`config.mk`:
```
export PLATFORM = sky130hd
export DESIGN_NAME = if_id_queue
export DESIGN_NICKNAME = d
export VERILOG_FILES = /design/src/rtl/riscv_pkg.sv /design/src/rtl/if_id_predecode.sv /design/src/rtl/if_id_queue.sv
export SDC_FILE = /design/constraint.sdc
export NUM_CORES = 1
export LEC_CHECK = 0
export BUFFER_PORTS_ARGS = -buffer_cell sky130_fd_sc_hd__buf_2
export CORE_ASPECT_RATIO = 0.75
export CORE_MARGIN = 2
export CORE_UTILIZATION = 44
export DETAILED_ROUTE_END_ITERATION = 8
export MAX_ROUTING_LAYER = met4
export PLACE_DENSITY = 0.8
export RECOVER_POWER = 100
export SLEW_MARGIN = 20
export SYNTH_ARGS = -nofsm -noshare
export SYNTH_HDL_FRONTEND = slang
export SYNTH_SLANG_ARGS = --single-unit
```
`constraint.sdc`:
```
create_clock -name Clk -period 21 [get_ports Clk]
set_input_delay 0 -clock Clk [delete_from_list [all_inputs] [get_ports Clk]]
set_output_delay 0 -clock Clk [all_outputs]
set_load 0.01 [all_outputs]
```
`src/rtl/riscv_pkg.sv`:
```
// -----------------------------------------------------------------------------
// riscv_pkg
//   Shared constants and types for the 64-bit RISC-V pipeline front end.
//
//   XLEN        : architectural register / PC width
//   NOP_INSTR   : canonical NOP (addi x0, x0, 0) shown to decode when idle
//   OPC_BRANCH  : conditional branch major opcode
//   OPC_JAL     : jump-and-link major opcode
//   OPC_JALR    : jump-and-link-register major opcode
//   ifid_entry_t: one fetched {pc, pc4, instr} triple plus predecode flags
// -----------------------------------------------------------------------------
package riscv_pkg;

   localparam int unsigned XLEN = 64;

   localparam logic [31:0] NOP_INSTR  = 32'h0000_0013;

   localparam logic [6:0]  OPC_BRANCH = 7'b110_0011;
   localparam logic [6:0]  OPC_JAL    = 7'b110_1111;
   localparam logic [6:0]  OPC_JALR   = 7'b110_0111;

   typedef struct packed {
      logic [XLEN-1:0] pc;
      logic [XLEN-1:0] pc4;
      logic [31:0]     instr;
      logic            is_branch;
      logic            is_jump;
   } ifid_entry_t;

endpackage : riscv_pkg

```
`src/rtl/if_id_predecode.sv`:
```
// -----------------------------------------------------------------------------
// if_id_predecode
//   Purely combinational major-opcode classifier. Used by if_id_queue only when
//   IFID_PREDECODE_EN is defined, so the flags are computed once at push time
//   and stored alongside the entry.
//
//   Ports:
//     Opcode   in   7  instr[6:0] of the instruction being pushed
//     IsBranch out  1  opcode is a conditional branch
//     IsJump   out  1  opcode is JAL or JALR
// -----------------------------------------------------------------------------
module if_id_predecode
   import riscv_pkg::*;
(
   input  logic [6:0] Opcode,
   output logic       IsBranch,
   output logic       IsJump
);

   always_comb begin
      IsBranch = 1'b0;
      IsJump   = 1'b0;
      unique case (Opcode)
         OPC_BRANCH:        IsBranch = 1'b1;
         OPC_JAL, OPC_JALR: IsJump   = 1'b1;
         default: ;
      endcase
   end

endmodule : if_id_predecode

```
`src/rtl/if_id_queue.sv`:
```
// -----------------------------------------------------------------------------
// if_id_queue
//   Decoupling buffer between instruction fetch and decode. Holds up to DEPTH
//   fetched {PC, PC+4, instruction} triples in a circular store and presents
//   them in order under a valid/ready handshake. InReady is derived from the
//   registered occupancy only, so decode stalls never form a combinational
//   path back into fetch. Flush drops everything held and anything offered
//   in the same cycle.
//
//   Build option: define IFID_PREDECODE_EN to classify the opcode at push time
//   and store the branch/jump flags per entry. Without it OutIsBranch and
//   OutIsJump are tied low and no predecode state exists.
//
//   Parameters:
//     DEPTH  number of entries, power of two, >= 2
//     XLEN   PC width
//
//   Ports:
//     Clk         in   1     pipeline clock, rising edge
//     Reset       in   1     asynchronous, active-high
//     InValid     in   1     fetch offers a triple
//     InReady     out  1     space available (count < DEPTH)
//     InPC        in   XLEN  PC of fetched instruction
//     InPC4       in   XLEN  PC+4
//     InInstr     in   32    fetched instruction word
//     Flush       in   1     redirect: drop held and incoming entries
//     OutValid    out  1     head entry valid
//     OutReady    in   1     decode consumes head this cycle
//     OutPC       out  XLEN  head PC (0 when empty)
//     OutPC4      out  XLEN  head PC+4 (0 when empty)
//     OutInstr    out  32    head instruction (NOP when empty)
//     OutIsBranch out  1     head is a conditional branch
//     OutIsJump   out  1     head is JAL/JALR
// -----------------------------------------------------------------------------
module if_id_queue #(
   parameter int unsigned DEPTH = 2,
   parameter int unsigned XLEN  = riscv_pkg::XLEN
) (
   input  logic            Clk,
   input  logic            Reset,
   input  logic            InValid,
   output logic            InReady,
   input  logic [XLEN-1:0] InPC,
   input  logic [XLEN-1:0] InPC4,
   input  logic [31:0]     InInstr,
   input  logic            Flush,
   output logic            OutValid,
   input  logic            OutReady,
   output logic [XLEN-1:0] OutPC,
   output logic [XLEN-1:0] OutPC4,
   output logic [31:0]     OutInstr,
   output logic            OutIsBranch,
   output logic            OutIsJump
);

   import riscv_pkg::*;

   localparam int unsigned PW = (DEPTH > 1) ? $clog2(DEPTH) : 1;
   localparam int unsigned CW = $clog2(DEPTH + 1);
   localparam logic [CW-1:0] FULL_CNT = CW'(DEPTH);

   // ---------------------------------------------------------------------------
   // Occupancy and pointers
   // ---------------------------------------------------------------------------
   logic [PW-1:0] wr_ptr;
   logic [PW-1:0] rd_ptr;
   logic [CW-1:0] count;

   logic push;
   logic pop;

   assign InReady  = (count < FULL_CNT);
   assign OutValid = (count != '0);

   // A flushed cycle never writes storage, so the discarded triple cannot
   // overwrite a slot that a later push will reuse.
   assign push = InValid & InReady & ~Flush;
   assign pop  = OutValid & OutReady & ~Flush;

   // DEPTH is a power of two, so pointer wrap is the natural PW-bit rollover.
   always_ff @(posedge Clk or posedge Reset) begin
      if (Reset) begin
         wr_ptr <= '0;
         rd_ptr <= '0;
         count  <= '0;
      end else if (Flush) begin
         wr_ptr <= '0;
         rd_ptr <= '0;
         count  <= '0;
      end else begin
         if (push) begin
            wr_ptr <= wr_ptr + 1'b1;
         end
         if (pop) begin
            rd_ptr <= rd_ptr + 1'b1;
         end
         unique case ({push, pop})
            2'b10:   count <= count + 1'b1;
            2'b01:   count <= count - 1'b1;
            default: count <= count;
         endcase
      end
   end

   // ---------------------------------------------------------------------------
   // Entry storage (not reset: an entry is only observable once count covers it)
   // ---------------------------------------------------------------------------
   logic [XLEN-1:0] pc_mem    [DEPTH];
   logic [XLEN-1:0] pc4_mem   [DEPTH];
   logic [31:0]     instr_mem [DEPTH];

   always_ff @(posedge Clk) begin
      if (push) begin
         pc_mem[wr_ptr]    <= InPC;
         pc4_mem[wr_ptr]   <= InPC4;
         instr_mem[wr_ptr] <= InInstr;
      end
   end

`ifdef IFID_PREDECODE_EN
   logic in_is_branch;
   logic in_is_jump;
   logic br_mem [DEPTH];
   logic jp_mem [DEPTH];

   if_id_predecode u_predecode (
      .Opcode   (InInstr[6:0]),
      .IsBranch (in_is_branch),
      .IsJump   (in_is_jump)
   );

   always_ff @(posedge Clk) begin
      if (push) begin
         br_mem[wr_ptr] <= in_is_branch;
         jp_mem[wr_ptr] <= in_is_jump;
      end
   end
`endif

   // ---------------------------------------------------------------------------
   // Head presentation: idle values whenever the queue is empty
   // ---------------------------------------------------------------------------
   always_comb begin
      OutPC       = '0;
      OutPC4      = '0;
      OutInstr    = NOP_INSTR;
      OutIsBranch = 1'b0;
      OutIsJump   = 1'b0;
      if (OutValid) begin
         OutPC    = pc_mem[rd_ptr];
         OutPC4   = pc4_mem[rd_ptr];
         OutInstr = instr_mem[rd_ptr];
`ifdef IFID_PREDECODE_EN
         OutIsBranch = br_mem[rd_ptr];
         OutIsJump   = jp_mem[rd_ptr];
`endif
      end
   end

endmodule : if_id_queue

```
==> results.yml <==
synthesis:
  yosysTopAreaCell: "edfxtp_1"
  mappedNetlistArea_um2: 12300
  seq_area_frac_synth: 0.787
  synth_seq_cells: 324
  avgSynthCellArea_um2: 17.5
  syn_inst: 703
  synth.area.top_cells: "edfxtp_1 78%, mux2i_1 13%, nor2_1 4.8%"
  ys_types: 23
  yosys.area.top_type_share: 0.779
  yosys_warnings: 0
detailed_routing:
  drt.antenna.violating_nets: 0
  dr_wl_met2_um: 14400
  finalWirelength_um: 28600
  wl_met1_um: 11300
  met3_length_um: 2220
  vias: 7738
  viasPerCell: 4.89
  drc: 0
  routed.top_layer: "met4"
  first_pass_iters: 5
  wl_per_cell_um: 18.1
  drt_iter0_markers: 372
finish:
  fillers: 2165
  fin_nets: 1368
  fin_cells: 1583
  multi_input_area_um2: 2320
  layout_common_cells: "320 x edfxtp_1, 299 x clkbuf_1, 166 x dlygate4sd3_1, 161 x mux2i_1, 160 x nor2_1"
  area.sequential_um2: 9710
  fin_util: 0.591
  syn_to_final_growth_pct: 33.2
  drive_above_1_share: 0.0694
  layout_commonest_cell: "edfxtp_1"
sta:
  grt_setup_unrepaired: "no"
  hold_viol: 0
  layout_worst_path_cycle_share: 0.364
  fin_crit_ns: 7.64
  tightest_slew_ns: 3.89
  max_freq_mhz: 131
  maxSlewHeadroom: -1.59
  setup_viol: 0
  fin_setup_tns_ns: 0
  skew_ns: 0.0302
  drv_slew: 610
global_route:
  grt_pass1_wl_um: 42600
  antenna_found_initial: 0
  track_usage: 0.193
  grt_pass1_vias: 7929
  grt_max_degree: 72
  gr-total-overflow: 0
worst_hold_path:
  hp-start: "InInstr[29]"
  min_path_cells: 2
  whs_endpoint: "instr_mem[1][29]$_DFFE_PP_"
  hp-class: "in -> reg"
clock_tree:
  cts_buffer_depth: 3
  clk_latency_ns: 0.57
  cts_tree: "done"
  postCtsSetupBuffers: 0
  cts_made_buffers: 30
  clk_pin_slew_worst_paths_ns: 0.06
  cts-root-buf: "clkbuf_16"
  cts_htree_levels: 1
  cts_sinks: 324
setup_path:
  reg2reg_to: "pc4_mem[0][44]$_DFFE_PP_"
  critPathLaunchType: "flip-flop"
  endpoint_kind: "primary output"
  required_ns: 21.00
  cp_max_fo: 51
  r2r_cells: 4
  ff2ff_setup_slack_ns: 13.86
  timing.rr.start: "count[1]$_DFFE_PP0P_"
  critPathKind: "reg -> out"
  cp.arrival_ns: 7.64
pwr:
  leakagePower_nw: 5.44
  pwr_density_cell_nw_per_um2: 88.1
  ir_drop_uv: 70.5
run_status:
  violations: "capacitance limit, slew limit"
  status: "finished with violations"
placed_design:
  port_buffers: 326
  gp_congestion: 0.752
  dp_cells: 1360
  hpwl_um: 16200
floorplan:
  rows: 53
  die-area_um2: 29400
  die_h_um: 149
  start_util: 0.444
  core-area_um2: 27800
  io_pins: 329
  die_w_um: 197
flow_run:
  drv_cap: 12
==> state kept, by name, indices dropped and copies added (netlist names) <==
register	cells
count	2
wr_ptr	1
pc4_mem	128
rd_ptr	1
pc_mem	128
instr_mem	64
==> report_power, final <==
part	leakage (nW)	internal (W)	switching [W]
clock	0.453	0.000293	0.000228
sequential	2.99	0.000744	0.00000944
combinational	2.00	0.0000753	0.0000978
total	5.44	0.00111	0.000335
==> worst max path at each step <==
stage	start	cells after the start	to	slack [ns]
global placement	count[1]$_DFFE_PP0P_	4	instr_mem[0][4]$_DFFE_PP_	18.02
floorplan	count[1]$_DFFE_PP0P_	2	instr_mem[1][0]$_DFFE_PP_	7.80
CTS	count[1]$_DFFE_PP0P_	5	OutPC4[60]	17.43
detailed placement	count[1]$_DFFE_PP0P_	4	pc_mem[0][59]$_DFFE_PP_	17.99
global route	rd_ptr$_DFFE_PP0P_	5	OutInstr[5]	12.79
finish	rd_ptr$_DFFE_PP0P_	5	OutPC4[19]	13.36
==> per-stage QoR <==
step                hold WS (ns)  instance area [µm²]  worst slack (ns)  total power (W)
floorplan                 -0.234                12300              7.80         0.000863
global placement         -0.0826                14200             18.02         0.000909
detailed placement       -0.0814                14200             17.99         0.000913
CTS                        0.119                16800             17.43          0.00146
global route               0.142                16400             12.79          0.00150
finish                     0.155                16400             13.36          0.00145
==> synthesized netlist by cell type <==
library cell	n
a21o_1	1
a21oi_1	2
buf_1	2
buf_2	17
buf_4	7
buf_6	1
buf_8	9
clkbuf_1	1
conb_1	1
dfrtp_1	4
edfxtp_1	320
inv_1	2
inv_2	1
mux2i_1	161
nand2_1	4
nand2b_1	2
nor2_1	159
nor2_2	1
nor2b_1	2
nor3_1	1
nor3b_1	1
o21ai_0	2
xor2_1	2
==> critical path: stages, from the launching register on <==
cell,delay (ns)
dfrtp_1,1.47
clkbuf_1,1.84
clkbuf_1,2.69
mux2i_1,0.53
nor2_1,0.30
clkbuf_1,0.20
==> routing by layer <==
metal  global-route usage  up-vias
li1                     -     3610
met2                0.332      349
met3               0.0488       50
met1                0.229     3729
met5                    -        -
met4               0.0466        0
==> cells by family (layout without fill, tap and decap cells) <==
family / count (synthesis) / count (layout) / synth area share
xor gates and xnor gates: 2 / 2 / 0.00142
and+or+nand+nor: 170 / 170 / 0.0532
muxes: 161 / 161 / 0.131
DFF: 324 / 324 / 0.787
AOI/OAI and AO/OA: 5 / 5 / 0.00223
other: 1 / 3 / 0.000304
buffers and inverters: 40 / 561 / 0.0249
==> what timing repair did <==
item                                   CTS  global route
setup endpoints to repair                0             0
resized for setup                        0             0
endpoints found under the hold margin  328             0
hold buffers                           166             0
==> final cells by class <==
cell class / count / area share
Clock buffer: 39 / 0.0491
Sequential cell: 324 / 0.591
Tap cell: 357 / 0.0272
Timing Repair Buffer: 504 / 0.183
Clock inverter: 15 / 0.00754
Antenna cell: 1 / 0.000152
Multi-Input combinational cell: 340 / 0.141
Inverter: 3 / 0.000686
No activity file was read; power rests on OpenSTA's default activity.
